## src/rtl/freq_gate_ctrl_if.sv

```systemverilog
// freq_gate_ctrl_if
//   Groups the frequency-meter sequencer's control and status signals.
//   master : environment side. It drives run and cnt_cn and observes the strobes and status.
//   slave  : controller side. It receives run and cnt_cn and drives the strobes and status.
//   Signals:
//     run     level request for continuous measurement
//     cnt_cn  carry out of the most-significant BCD stage
//     cnt_en  gate / count enable to the counter chain
//     cnt_clr one-cycle clear pulse to the counter chain
//     latch   one-cycle load strobe to the display register
//     ovf     overflow flag of the most recently latched result
//     valid   at least one result latched since reset
//     busy    sequencer not idle
interface freq_gate_ctrl_if;
   logic run;
   logic cnt_cn;
   logic cnt_en;
   logic cnt_clr;
   logic latch;
   logic ovf;
   logic valid;
   logic busy;

   modport master (
      output run, cnt_cn,
      input  cnt_en, cnt_clr, latch, ovf, valid, busy
   );

   modport slave (
      input  run, cnt_cn,
      output cnt_en, cnt_clr, latch, ovf, valid, busy
   );
endinterface

```

## src/rtl/freq_gate_ctrl.sv

```systemverilog
// freq_gate_ctrl
//   Sequencer for the frequency-meter datapath. The counter chain goes through the phases
//   CLEAR -> GATE -> SETTLE -> LATCH -> HOLD.
//   - The counter chain is cleared, then gated for GATE_CYCLES cycles.
//   - The gate is then closed for SETTLE_CYCLES cycles so that the last carry can ripple.
//   - Next comes a one-cycle latch strobe.
//   - The result is then held for HOLD_CYCLES cycles before the next clear.
//   A rising carry from the top digit during GATE or SETTLE flags overflow. That flag is
//   reported with the latched result.
//   Ports:
//     clk  reference clock, rising edge
//     clr  synchronous active-high reset
//     bus  freq_gate_ctrl_if.slave (run, cnt_cn in; cnt_en, cnt_clr, latch, ovf, valid, busy out)
//   Optional build macro FREQ_GATE_CTRL_SYNC_EN:
//     cnt_cn goes through a two-flop synchronizer before edge detection.
//     This adds 2 cycles of latency, so SETTLE_CYCLES must be >= 3.
module freq_gate_ctrl #(
   parameter int unsigned GATE_CYCLES   = 1000,
   parameter int unsigned SETTLE_CYCLES = 2,
   parameter int unsigned HOLD_CYCLES   = 3,
   parameter int unsigned CW            = 16
) (
   input  logic            clk,
   input  logic            clr,
   freq_gate_ctrl_if.slave bus
);

   typedef enum logic [2:0] {
      S_IDLE,
      S_CLEAR,
      S_GATE,
      S_SETTLE,
      S_LATCH,
      S_HOLD
   } state_e;

   localparam logic [CW-1:0] ONE       = CW'(1);
   localparam logic [CW-1:0] GATE_LD   = CW'(GATE_CYCLES);
   localparam logic [CW-1:0] SETTLE_LD = CW'(SETTLE_CYCLES);
   localparam logic [CW-1:0] HOLD_LD   = CW'(HOLD_CYCLES);

   state_e        state_q, state_d;
   logic [CW-1:0] cnt_q, cnt_d;
   logic          ovf_acc_q, ovf_acc_d;
   logic          ovf_q, ovf_d;
   logic          valid_q, valid_d;
   logic          cnt_en_q, cnt_clr_q, latch_q, busy_q;
   logic          cn_s, cn_prev_q, cn_rise;

`ifdef FREQ_GATE_CTRL_SYNC_EN
   logic [1:0] sync_q;

   always_ff @(posedge clk) begin
      if (clr) sync_q <= '0;
      else     sync_q <= {sync_q[0], bus.cnt_cn};
   end

   assign cn_s = sync_q[1];

   // A carry in the last gate cycle reaches the edge detector two cycles later.
   if (SETTLE_CYCLES < 3) begin : g_settle_chk
      $error("freq_gate_ctrl: SETTLE_CYCLES must be >= 3 with the carry synchronizer");
   end
`else
   assign cn_s = bus.cnt_cn;
`endif

   // The previous sample tracks the carry line in every state. As a result, a level that
   // is already high when GATE begins is not seen as a new edge.
   always_ff @(posedge clk) begin
      if (clr) cn_prev_q <= 1'b0;
      else     cn_prev_q <= cn_s;
   end

   assign cn_rise = cn_s & ~cn_prev_q;

   always_comb begin
      state_d   = state_q;
      cnt_d     = cnt_q - ONE;
      ovf_acc_d = ovf_acc_q;
      ovf_d     = ovf_q;
      valid_d   = valid_q;
      unique case (state_q)
         S_IDLE: begin
            cnt_d = '0;
            if (bus.run) begin
               state_d = S_CLEAR;
               cnt_d   = ONE;
            end
         end
         S_CLEAR: begin
            ovf_acc_d = 1'b0;
            state_d   = S_GATE;
            cnt_d     = GATE_LD;
         end
         S_GATE: begin
            if (cn_rise) ovf_acc_d = 1'b1;
            if (cnt_q == ONE) begin
               state_d = S_SETTLE;
               cnt_d   = SETTLE_LD;
            end
         end
         S_SETTLE: begin
            if (cn_rise) ovf_acc_d = 1'b1;
            if (cnt_q == ONE) begin
               state_d = S_LATCH;
               cnt_d   = ONE;
            end
         end
         S_LATCH: begin
            ovf_d   = ovf_acc_q;
            valid_d = 1'b1;
            if (HOLD_CYCLES != 0) begin
               state_d = S_HOLD;
               cnt_d   = HOLD_LD;
            end else if (bus.run) begin
               state_d = S_CLEAR;
               cnt_d   = ONE;
            end else begin
               state_d = S_IDLE;
               cnt_d   = '0;
            end
         end
         S_HOLD: begin
            if (cnt_q == ONE) begin
               if (bus.run) begin
                  state_d = S_CLEAR;
                  cnt_d   = ONE;
               end else begin
                  state_d = S_IDLE;
                  cnt_d   = '0;
               end
            end
         end
         default: begin
            state_d = S_IDLE;
            cnt_d   = '0;
         end
      endcase
   end

   // Strobes are decoded from the next state. They are therefore valid in the first
   // cycle of each state.
   always_ff @(posedge clk) begin
      if (clr) begin
         state_q   <= S_IDLE;
         cnt_q     <= '0;
         ovf_acc_q <= 1'b0;
         ovf_q     <= 1'b0;
         valid_q   <= 1'b0;
         cnt_en_q  <= 1'b0;
         cnt_clr_q <= 1'b0;
         latch_q   <= 1'b0;
         busy_q    <= 1'b0;
      end else begin
         state_q   <= state_d;
         cnt_q     <= cnt_d;
         ovf_acc_q <= ovf_acc_d;
         ovf_q     <= ovf_d;
         valid_q   <= valid_d;
         cnt_en_q  <= (state_d == S_GATE);
         cnt_clr_q <= (state_d == S_CLEAR);
         latch_q   <= (state_d == S_LATCH);
         busy_q    <= (state_d != S_IDLE);
      end
   end

   assign bus.cnt_en  = cnt_en_q;
   assign bus.cnt_clr = cnt_clr_q;
   assign bus.latch   = latch_q;
   assign bus.ovf     = ovf_q;
   assign bus.valid   = valid_q;
   assign bus.busy    = busy_q;

endmodule

```

## src/flat_wrapper.sv

```systemverilog
// flat-port wrapper written by rule: the top's interface ports become plain ports
module freq_gate_ctrl_flat 
#(
   parameter int unsigned GATE_CYCLES   = 1000,
   parameter int unsigned SETTLE_CYCLES = 2,
   parameter int unsigned HOLD_CYCLES   = 3,
   parameter int unsigned CW            = 16
)
  (clk, clr, bus_run, bus_cnt_cn, bus_cnt_en, bus_cnt_clr, bus_latch, bus_ovf, bus_valid, bus_busy);
  freq_gate_ctrl_if bus_i ();
  input  logic clk;
  input  logic clr;
  input wire logic [$bits(bus_i.run)-1:0] bus_run;
  input wire logic [$bits(bus_i.cnt_cn)-1:0] bus_cnt_cn;
  output wire logic [$bits(bus_i.cnt_en)-1:0] bus_cnt_en;
  output wire logic [$bits(bus_i.cnt_clr)-1:0] bus_cnt_clr;
  output wire logic [$bits(bus_i.latch)-1:0] bus_latch;
  output wire logic [$bits(bus_i.ovf)-1:0] bus_ovf;
  output wire logic [$bits(bus_i.valid)-1:0] bus_valid;
  output wire logic [$bits(bus_i.busy)-1:0] bus_busy;
  assign bus_i.run = bus_run;
  assign bus_i.cnt_cn = bus_cnt_cn;
  assign bus_cnt_en = bus_i.cnt_en;
  assign bus_cnt_clr = bus_i.cnt_clr;
  assign bus_latch = bus_i.latch;
  assign bus_ovf = bus_i.ovf;
  assign bus_valid = bus_i.valid;
  assign bus_busy = bus_i.busy;
  freq_gate_ctrl #(.GATE_CYCLES(GATE_CYCLES), .SETTLE_CYCLES(SETTLE_CYCLES), .HOLD_CYCLES(HOLD_CYCLES), .CW(CW)) u_core (.clk(clk), .clr(clr), .bus(bus_i));
endmodule
```

## config.mk

```make
export PLATFORM = sky130hd
export DESIGN_NAME = freq_gate_ctrl_flat
export DESIGN_NICKNAME = d
export VERILOG_FILES = /design/src/rtl/freq_gate_ctrl_if.sv /design/src/rtl/freq_gate_ctrl.sv /design/src/flat_wrapper.sv
export SDC_FILE = /design/constraint.sdc
export NUM_CORES = 1
export LEC_CHECK = 0
export CAP_MARGIN = 20
export CORE_MARGIN = 2
export CORE_UTILIZATION = 53
export CTS_CLUSTER_DIAMETER = 30
export DETAILED_ROUTE_END_ITERATION = 8
export GPL_TIMING_DRIVEN = 0
export HOLD_SLACK_MARGIN = 0.1
export PLACE_DENSITY = 0.74
export REMOVE_ABC_BUFFERS = 1
export SYNTH_ARGS = -nofsm -noshare
export SYNTH_HDL_FRONTEND = slang
export SYNTH_SLANG_ARGS = --single-unit
```

## constraint.sdc

```tcl
create_clock -name clk -period 2.05 [get_ports clk]
set_input_delay 0.205 -clock clk [delete_from_list [all_inputs] [get_ports clk]]
set_output_delay 0.205 -clock clk [all_outputs]
set_load 0.01 [all_outputs]
```

[Yosys cells after proc, flatten, opt, wreduce, memory -nomap -nowiden]
Index checks and enable logic that the tools add are counted.
Storage, ports and cells
  input port bits: 4
  memory bits (read-only): 0
  latch bits: 0
  RAM bits: 0
  output and inout port bits: 6
  bits in registers: 27
  memories: 0
  logic and storage cells: 41
Operators by class
  mux-type cells: 13
  order comparisons: 0
  eq/ne operators: 10
  $add $sub $neg: 1
  bitwise logic cells: 2
  divide/modulo/power cells: 0
  shift operators: 0
  reduce and logical (&&, ||, !) cells: 5
  $mul: 0
Operators with widths (number)
  one-hot mux 16 bit (6 select lines): 1
  two-way mux 16 bit: 3
  one-hot mux 3 bit (6 select lines): 1
  equality test 16 x 1 -> 1 bit, second input constant: 1
  subtractor 16 x 1 -> 16 bit, second input constant: 1
  two-way mux 3 bit: 4
  equality test 3 x 2 -> 1 bit, second input constant: 3
  equality test 3 bit, second input constant: 3
  equality test 3 x 1 -> 1 bit, second input constant: 2
  logical NOT 3 bit: 1
  two-way mux 1 bit: 3
  nonzero test 3 bit: 1
  inequality test 2 x 1 -> 1 bit, second input constant: 1
  one-hot mux 1 bit (2 select lines): 1
  AND reduction 2 bit: 1
  nonzero test 2 bit: 1
  OR reduction 2 bit: 1
  AND 1 bit: 1
  NOT 1 bit: 1

[Longest topological paths before layout]
Gate-level depths: netlist (run 1).
  depth after elaboration: 4
  mapped depth: 9
  gate-level depth less buffers: 7

[Least setup slack after synthesis (run 1)]
Ideal clock, no wire load.
  path kind: reg-to-reg
  start: reg u_core.cnt_q[5]
  end: reg u_core.cnt_q[14]
  data arrival time: 1751 ps
  cell stages (with the launch flop): 6
  period minus slack after synthesis: 1867 ps
  setup slack: 183 ps
  cell sequence: dfxtp_1 -> or4_4 -> or4b_4 -> nor4_4 -> xnor2_1 -> nor2_2
Between the ends
  longest elaborated chain between the ends: 3
Ends and longest elaborated chain
  from (decl): line freq_gate_ctrl.sv:43  | logic [CW-1:0] cnt_q, cnt_d;
  from (signal assigned): line freq_gate_ctrl.sv:157  | cnt_q <= cnt_d;
  subtractor 16 x 1 -> 16 bit / equality test 16 x 1 -> 1 bit (equally long branches)
  two-way mux 16 bit (on tied branches): line freq_gate_ctrl.sv:125, freq_gate_ctrl.sv:98, freq_gate_ctrl.sv:105
  one-hot mux 16 bit (6 select lines) *: line freq_gate_ctrl.sv:83  | unique case (state_q)
Every way passes the cells marked *; elsewhere a longest branch is shown, timed or not.
A chain may end at the register's enable or synchronous reset.

[Final worst setup path (run 1)]
  start: reg u_core.cnt_q[3]
  end: reg u_core.cnt_q[14]
Same word-level chain as after synthesis.

==> results.md, run 1 <==
* DP HPWL at around 1600 µm
* Final Util at 0.6360
* Critical-path cell list: or4_4 > or4b_4 > nor4_4 > xnor2_1 > nor2_2
* Max-slew headroom at 0.6545
* Power Density at approximately 950 nW/µm²
* Hold_sp: bus_cnt_cn
* WP depth at 5
* Fill count at about 210
* Crit-path max FO at 5
* Initial antenna violation count at 0
* VDD IR max at around 640 µV
* Critical path's slowest cell: or4b_4
* Sequential area share after synthesis at 0.4206
* Max clock buf depth at 2
* Final setup fails at 0
* Die area at roughly 2800 µm²
* Slowest stage delay, CP at between 0.5 and 0.6 ns
* Reg2reg start: u_core.cnt_q[3]$_SDFF_PP0_
* CTS Buf Count at 3
* Sw frac at 0.3385
* Number of distinct library cells after synthesis at 41
* Post-synth top cells: dfxtp_1 (27), nor2_1 (18), o21ai_0 (12)
* Rows at 17
* Max Fclk at 0.5030 GHz
* Final Net Count at between 150 and 200
* Number of port buffers at 9
* Starting Density at 0.5699
* CP delay by family, top: simple AND/OR/NAND/NOR gates
* Final Hold Vio Count at 0
* DIE WIDTH at 53.24 µm
* WP data arrival at 2.22 ns
* Routed vias at about 1000
* Clock latency on the worst-skew pair at 0.31 ns
* Root Buffer: clkbuf_4
* DR WL/cell at 13.74 µm
* Gate power share at 0.360
* Largest net degree at the start of global routing at 16
* Synth Flop Type: dfxtp_1
* Final Max Slew Viols at 0
* Worst Hold End: u_core.cn_prev_q$_SDFF_PP0_
* Slew @ Worst Pin at slightly above 0.5 ns
* GRT Residual Overflow at 0
* WP buf/inv at 0
* Core area at around 2300 µm²
* Mapped Area at 1285 µm²
* First-pass GRT wire length at 4008 µm
* Max-cap viol count at 0
* Gpl congestion at just under 0.8
* Outcome: finished clean
* Async SR Flop Fraction at 0
* Mapped Cells at about 140
* Hold path depth at 2
* Share of layout cells above drive strength 1 at 0.1164
* IO Count at 10
* DRC Markers at 0
* Critical Path RT at roughly 2.3 ns
* Register Area at 540.5 µm²
* Initial DRT Pass Iterations at 4
* P_sw at about 0.46 mW
* Yosys warns at 0
* Die boundary height at roughly 53 µm
* Vias in the first global route at between 900 and 1000
* # clock sinks at 27
* Lkg Pwr at around 0.53 nW
* Synth Register Bits at 27
* R2R cell count at 5
* Placed insts at 170
* WL final at roughly 2400 µm
* Via density at ~5.7
* Unrepaired setup endpoints after global routing: no
* Avg Synthesized Cell Area at about 9.2 µm²
* # H-tree levels at 1
* CTS tree: done
* Area of the multi-input gates at 726.9 µm²
* Clock power share at 0.164
* CP Class: reg2reg
* Area leader, netlist: dfxtp_1
* Crit Reg-Reg Endpoint: u_core.cnt_q[14]$_SDFF_PP0_
* Count leader, synth: dfxtp_1
* Flop pwr share at 0.476
* CP Launch Type: register
* Top post-synthesis cells by area: dfxtp_1 (42%), xnor2_1 (6.1%), nor2_1 (5.3%), o21ai_0 (4.7%), xor2_1 (3.4%)
* Setup Skew at between 0.002 and 0.003 ns
* Detail Route Antenna Nets at 0
* Crit path capture type: register
* Share of the synthesized area in the top cell type at 0.4206
* Syn-to-layout area delta at 11.59%
* Min cycle time layout at a little under 2 ns
* Aggregate global-route resource usage at 0.1923
* Register-to-register setup slack at between 0.06 and 0.07 ns
* Final std cells w/o fill at ~170
* Worst-path clk slew at between 0.1 and 0.15 ns
* Post-synth EDFFs at 0
* Fin Setup TNS at 0 ns
* Iteration-0 DRC Markers at 15
* Fin crit share at 0.9697
* P_int at 0.8970 mW
* N_diodes at 0
* Tightest Hold Check Type: in2reg
==> how the worst max path moves through the flow <==
stage | end | from | slack [ns]
after floorplan | u_core.cnt_q[14]$_SDFF_PP0_ | u_core.cnt_q[5]$_SDFF_PP0_ | 0.18
after global placement | u_core.cnt_q[7]$_SDFF_PP0_ | u_core.cnt_q[3]$_SDFF_PP0_ | -0.03
after detailed placement | u_core.cnt_q[9]$_SDFF_PP0_ | u_core.cnt_q[5]$_SDFF_PP0_ | -0.11
after CTS | u_core.bus.cnt_clr$_SDFF_PP0_ | u_core.cnt_q[8]$_SDFF_PP0_ | 0.03
after global routing | u_core.cnt_q[5]$_SDFF_PP0_ | u_core.cnt_q[8]$_SDFF_PP0_ | 0.0003
final | u_core.cnt_q[14]$_SDFF_PP0_ | u_core.cnt_q[3]$_SDFF_PP0_ | 0.06
==> layer usage <==
metal / global-route usage / vias to the layer above / wire length, µm
li1: - / 504 / -
met1: 0.2648 / 468 / 1191
met2: 0.3066 / 20 / 1106
met3: 0.02542 / 4 / 68
met4: 0.06410 / 0 / 25
met5: 0 / - / 0
==> final cells by class <==
class,instances,area share
sequential,27,0.3770
clock buffer,4,0.01832
multi-input combinational,102,0.5070
inverter,4,0.01047
tap,28,0.02443
timing repair buffer,9,0.06283
==> placed cells by master, fill, tap and decap left out, drive strengths merged <==
| cell | count |
|---|---|
| or3 | 2 |
| nand3 | 1 |
| or3b | 1 |
| nor2b | 5 |
| a31oi | 1 |
| a211oi | 2 |
| inv | 4 |
| a21oi | 4 |
| o21bai | 2 |
| nor4 | 7 |
| xor2 | 5 |
| o22ai | 1 |
| or4 | 3 |
| a22oi | 1 |
| nand2b | 2 |
| and2 | 1 |
| mux2i | 3 |
| a2111oi | 1 |
| o21a | 1 |
| o2bb2ai | 1 |
| nor2 | 19 |
| clkbuf | 4 |
| nand2 | 7 |
| nor3b | 2 |
| dfxtp | 27 |
| nor3 | 3 |
| o21ai | 12 |
| clkdlybuf4s50 | 9 |
| a311oi | 1 |
| ha | 2 |
| a311o | 1 |
| and3 | 1 |
| xnor2 | 9 |
| or4b | 1 |
==> logic make-up after synthesis <==
family	synth area share
flip-flops	0.4206
multiplexers	0.02337
AND/OR/NAND/NOR	0.2580
buffers and inverters	0.03797
adder cells (fa/ha/maj)	0.01947
XOR/XNOR	0.09543
AO/OA/AOI/OAI	0.1451
==> flip-flops by register name, summed over array words and instances (netlist names) <==
| register | count |
|---|---|
| u_core.bus.cnt_clr | 1 |
| u_core.cn_prev_q | 1 |
| u_core.bus.valid | 1 |
| u_core.cnt_q | 16 |
| u_core.bus.ovf | 1 |
| u_core.state_q | 3 |
| u_core.bus.busy | 1 |
| u_core.ovf_acc_q | 1 |
| u_core.bus.cnt_en | 1 |
| u_core.bus.latch | 1 |
==> power by group through the flow <==
| stage | sequential, mW | combinational [mW] | clock [mW] |
|---|---|---|---|
| floorplan | 0.640 | 0.376 | 0 |
| global placement | 0.648 | 0.447 | 0 |
| detailed placement | 0.652 | 0.458 | 0 |
| CTS | 0.641 | 0.470 | 0.228 |
| global route | 0.655 | 0.539 | 0.247 |
| finish | 0.645 | 0.489 | 0.222 |
==> metrics by stage <==
| step | power (mW) | hold slack (ns) | worst slack [ns] | area (µm²) |
|---|---|---|---|---|
| 2_1_floorplan | 1.015 | 0.2729 | 0.1835 | 1251 |
| 3_3_place_gp | 1.095 | 0.4580 | -0.03257 | 1376 |
| 3_5_place_dp | 1.109 | 0.4652 | -0.1125 | 1376 |
| 4_1_cts | 1.339 | 0.4612 | 0.02609 | 1411 |
| 5_1_grt | 1.441 | 0.4738 | 0.0003424 | 1434 |
| 6_report | 1.356 | 0.4597 | 0.06205 | 1434 |
==> repair_timing <==
action,CTS,global route
hold buffers,0,0
resized for setup,3,3
setup endpoints to repair,18,9
buffers inserted,0,0
gates cloned,0,0
(Power assumes the default switching activity.)
==> inputs of run 2 (changes only) <==
Settings changed: CORE_ASPECT_RATIO set to 1.4.
==> results.md, run 2 (synthesis results as in run 1) <==
* Most frequent cells in the layout: dfxtp_1 (25), nor2_1 (18), o21ai_0 (12)
* Final setup fails at 0
* CTS tree: done
* Max-cap viol count at 0
* Core area at around 2300 µm²
* Critical-path cell list: or4_4 > nor4_2 > and2_4 > mux2i_1 > a311oi_2
* Max-slew headroom at 0.6704
* Starting Density at 0.5495
* Fill count at between 200 and 250
* Max reg flops at 16
* Number of port buffers at 9
* WP buf/inv at 0
* Slew @ Worst Pin at about 0.5 ns
* Setup Skew at 0.009795 ns
* Share of layout cells above drive strength 1 at 0.1477
* Syn-to-layout area delta at 12.37%
* Outcome: finished clean
* R2R cell count at 5
* Routed vias at roughly 1000
* Gpl congestion at just over 0.7
* Root Buffer: clkbuf_4
* Lkg Pwr at ~0.55 nW
* Die area at about 2800 µm²
* Iteration-0 DRC Markers at 20
* CP Launch Type: register
* IO Count at 10
* CP endpoint: u_core.cnt_q[0]$_SDFF_PP0_
* Largest regs: u_core.cnt_q x16, u_core.state_q x3
* Reg2reg start: u_core.cnt_q[5]$_SDFF_PP0_
* Largest net degree at the start of global routing at 16
* DP HPWL at about 1700 µm
* DR WL/cell at approximately 13 µm
* Initial DRT Pass Iterations at 4
* Final Hold Vio Count at 0
* Worst-path clk slew at 0.14 ns
* Fin Setup TNS at 0 ns
* Hold_buf cts at 0
* CP delay by family, top: simple AND/OR/NAND/NOR gates
* Crit path capture type: register
* Vias in the first global route at a little over 900
* Slowest stage delay, CP at roughly 0.55 ns
* DIE WIDTH at around 46 µm
* Unrepaired setup endpoints after global routing: yes
* Final Max Slew Viols at 0
* Max Fclk at 0.5055 GHz
* # clock sinks at 27
* N_diodes at 0
* Most flops, register: u_core.cnt_q
* First-pass GRT wire length at between 3000 and 4000 µm
* Leading cell type in the layout, fill and taps excluded: dfxtp_1
* Power Density at roughly 940 nW/µm²
* CTS Buf Count at 3
* WP depth at 5
* VDD IR max at around 420 µV
* CP Class: reg2reg
* Max clock buf depth at 2
* Register-to-register setup slack at 0.07 ns
* Die boundary height at roughly 62 µm
* Register Area at between 500 and 600 µm²
* Area of the multi-input gates at ~720 µm²
* Aggregate global-route resource usage at 0.1817
* Crit Reg-Reg Endpoint: u_core.cnt_q[0]$_SDFF_PP0_
* Min cycle time layout at between 1.5 and 2 ns
* Crit. Startpoint: u_core.cnt_q[5]$_SDFF_PP0_
* Power Total at between 1 and 1.5 mW
* Detail Route Antenna Nets at 0
* Tightest Hold Check Type: in2reg
* Critical Path RT at approximately 2.2 ns
* Rows at 21
* GRT Residual Overflow at 0
* WL final at 2319 µm
* WP data arrival at 2.17 ns
* Final Net Count at about 160
* DRC Markers at 0
* Critical path's slowest cell: or4_4
* Initial antenna violation count at 0
* Fin crit share at 0.9650
* # H-tree levels at 1
* Via density at 5.797
* Clock latency on the worst-skew pair at roughly 0.33 ns
* Crit-path max FO at 9
[run 2: final cells by class]
class	instances	area share
Clock buffer	4	0.01820
Inverter	4	0.01040
Multi-Input combinational cell	102	0.4974
Sequential cell	27	0.3761
Tap cell	23	0.01993
Timing Repair Buffer	12	0.07799
[run 2: stage by stage]
stage                     std cells  utilization  setup WS (ns)  hold WS, ns  instance area, µm²
after floorplan                 133            -         0.1835       0.2729                1251
after global placement          165       0.5859       -0.05532       0.4506                1370
after detailed placement        165       0.5859       -0.09139       0.4857                1370
after CTS                       169       0.5976      -0.006224       0.4461                1398
after global routing            172       0.6174       -0.05986       0.4710                1444
final                           172       0.6174        0.07177       0.4517                1444
[run 2: timing repair]
action	CTS	global route
buffers inserted	0	3
hold endpoints to repair	0	0
resized for setup	1	6
pin swaps	0	2
endpoints found under the setup margin	16	21
[run 2: worst register-to-register path, stage by stage (launching register included)]
cell      delay (ns)
dfxtp_2         0.36
or4_4           0.56
nor4_2          0.35
and2_4          0.27
mux2i_1         0.25
a311oi_2        0.07
[run 2: worst min-delay path by stage]
stage	endpoint	cells after the start	start	slack [ns]
after CTS	u_core.cn_prev_q$_SDFF_PP0_	2	bus_cnt_cn	0.45
after global routing	u_core.cn_prev_q$_SDFF_PP0_	2	bus_cnt_cn	0.47
after floorplan	u_core.cnt_q[0]$_SDFF_PP0_	1	clr	0.27
final	u_core.cn_prev_q$_SDFF_PP0_	2	bus_cnt_cn	0.45
after detailed placement	u_core.bus.valid$_SDFFE_PP0N_	2	u_core.bus.valid$_SDFFE_PP0N_	0.49
after global placement	u_core.bus.valid$_SDFFE_PP0N_	2	u_core.bus.valid$_SDFFE_PP0N_	0.45
[run 2: report_power, final]
part | leakage (nW) | switching [mW] | internal, mW
logic | 0.312 | 0.234 | 0.253
registers | 0.221 | 0.0685 | 0.576
clock network | 0.0150 | 0.153 | 0.0762
[run 2: per-layer routing]
metal | up-vias | part of all wire | track usage
met3 | 4 | 0.017 | 0.01744
met5 | - | 0 | 0
met2 | 12 | 0.54 | 0.3275
li1 | 511 | - | -
met4 | 0 | 0.013 | 0.05515
met1 | 470 | 0.43 | 0.2118
==> inputs of run 3 (changes only) <==
Settings changed: CORE_ASPECT_RATIO 1.4 to unset.
==> results of run 3 <==
The final DEF is identical to that of run 1; final timing and power are the same.
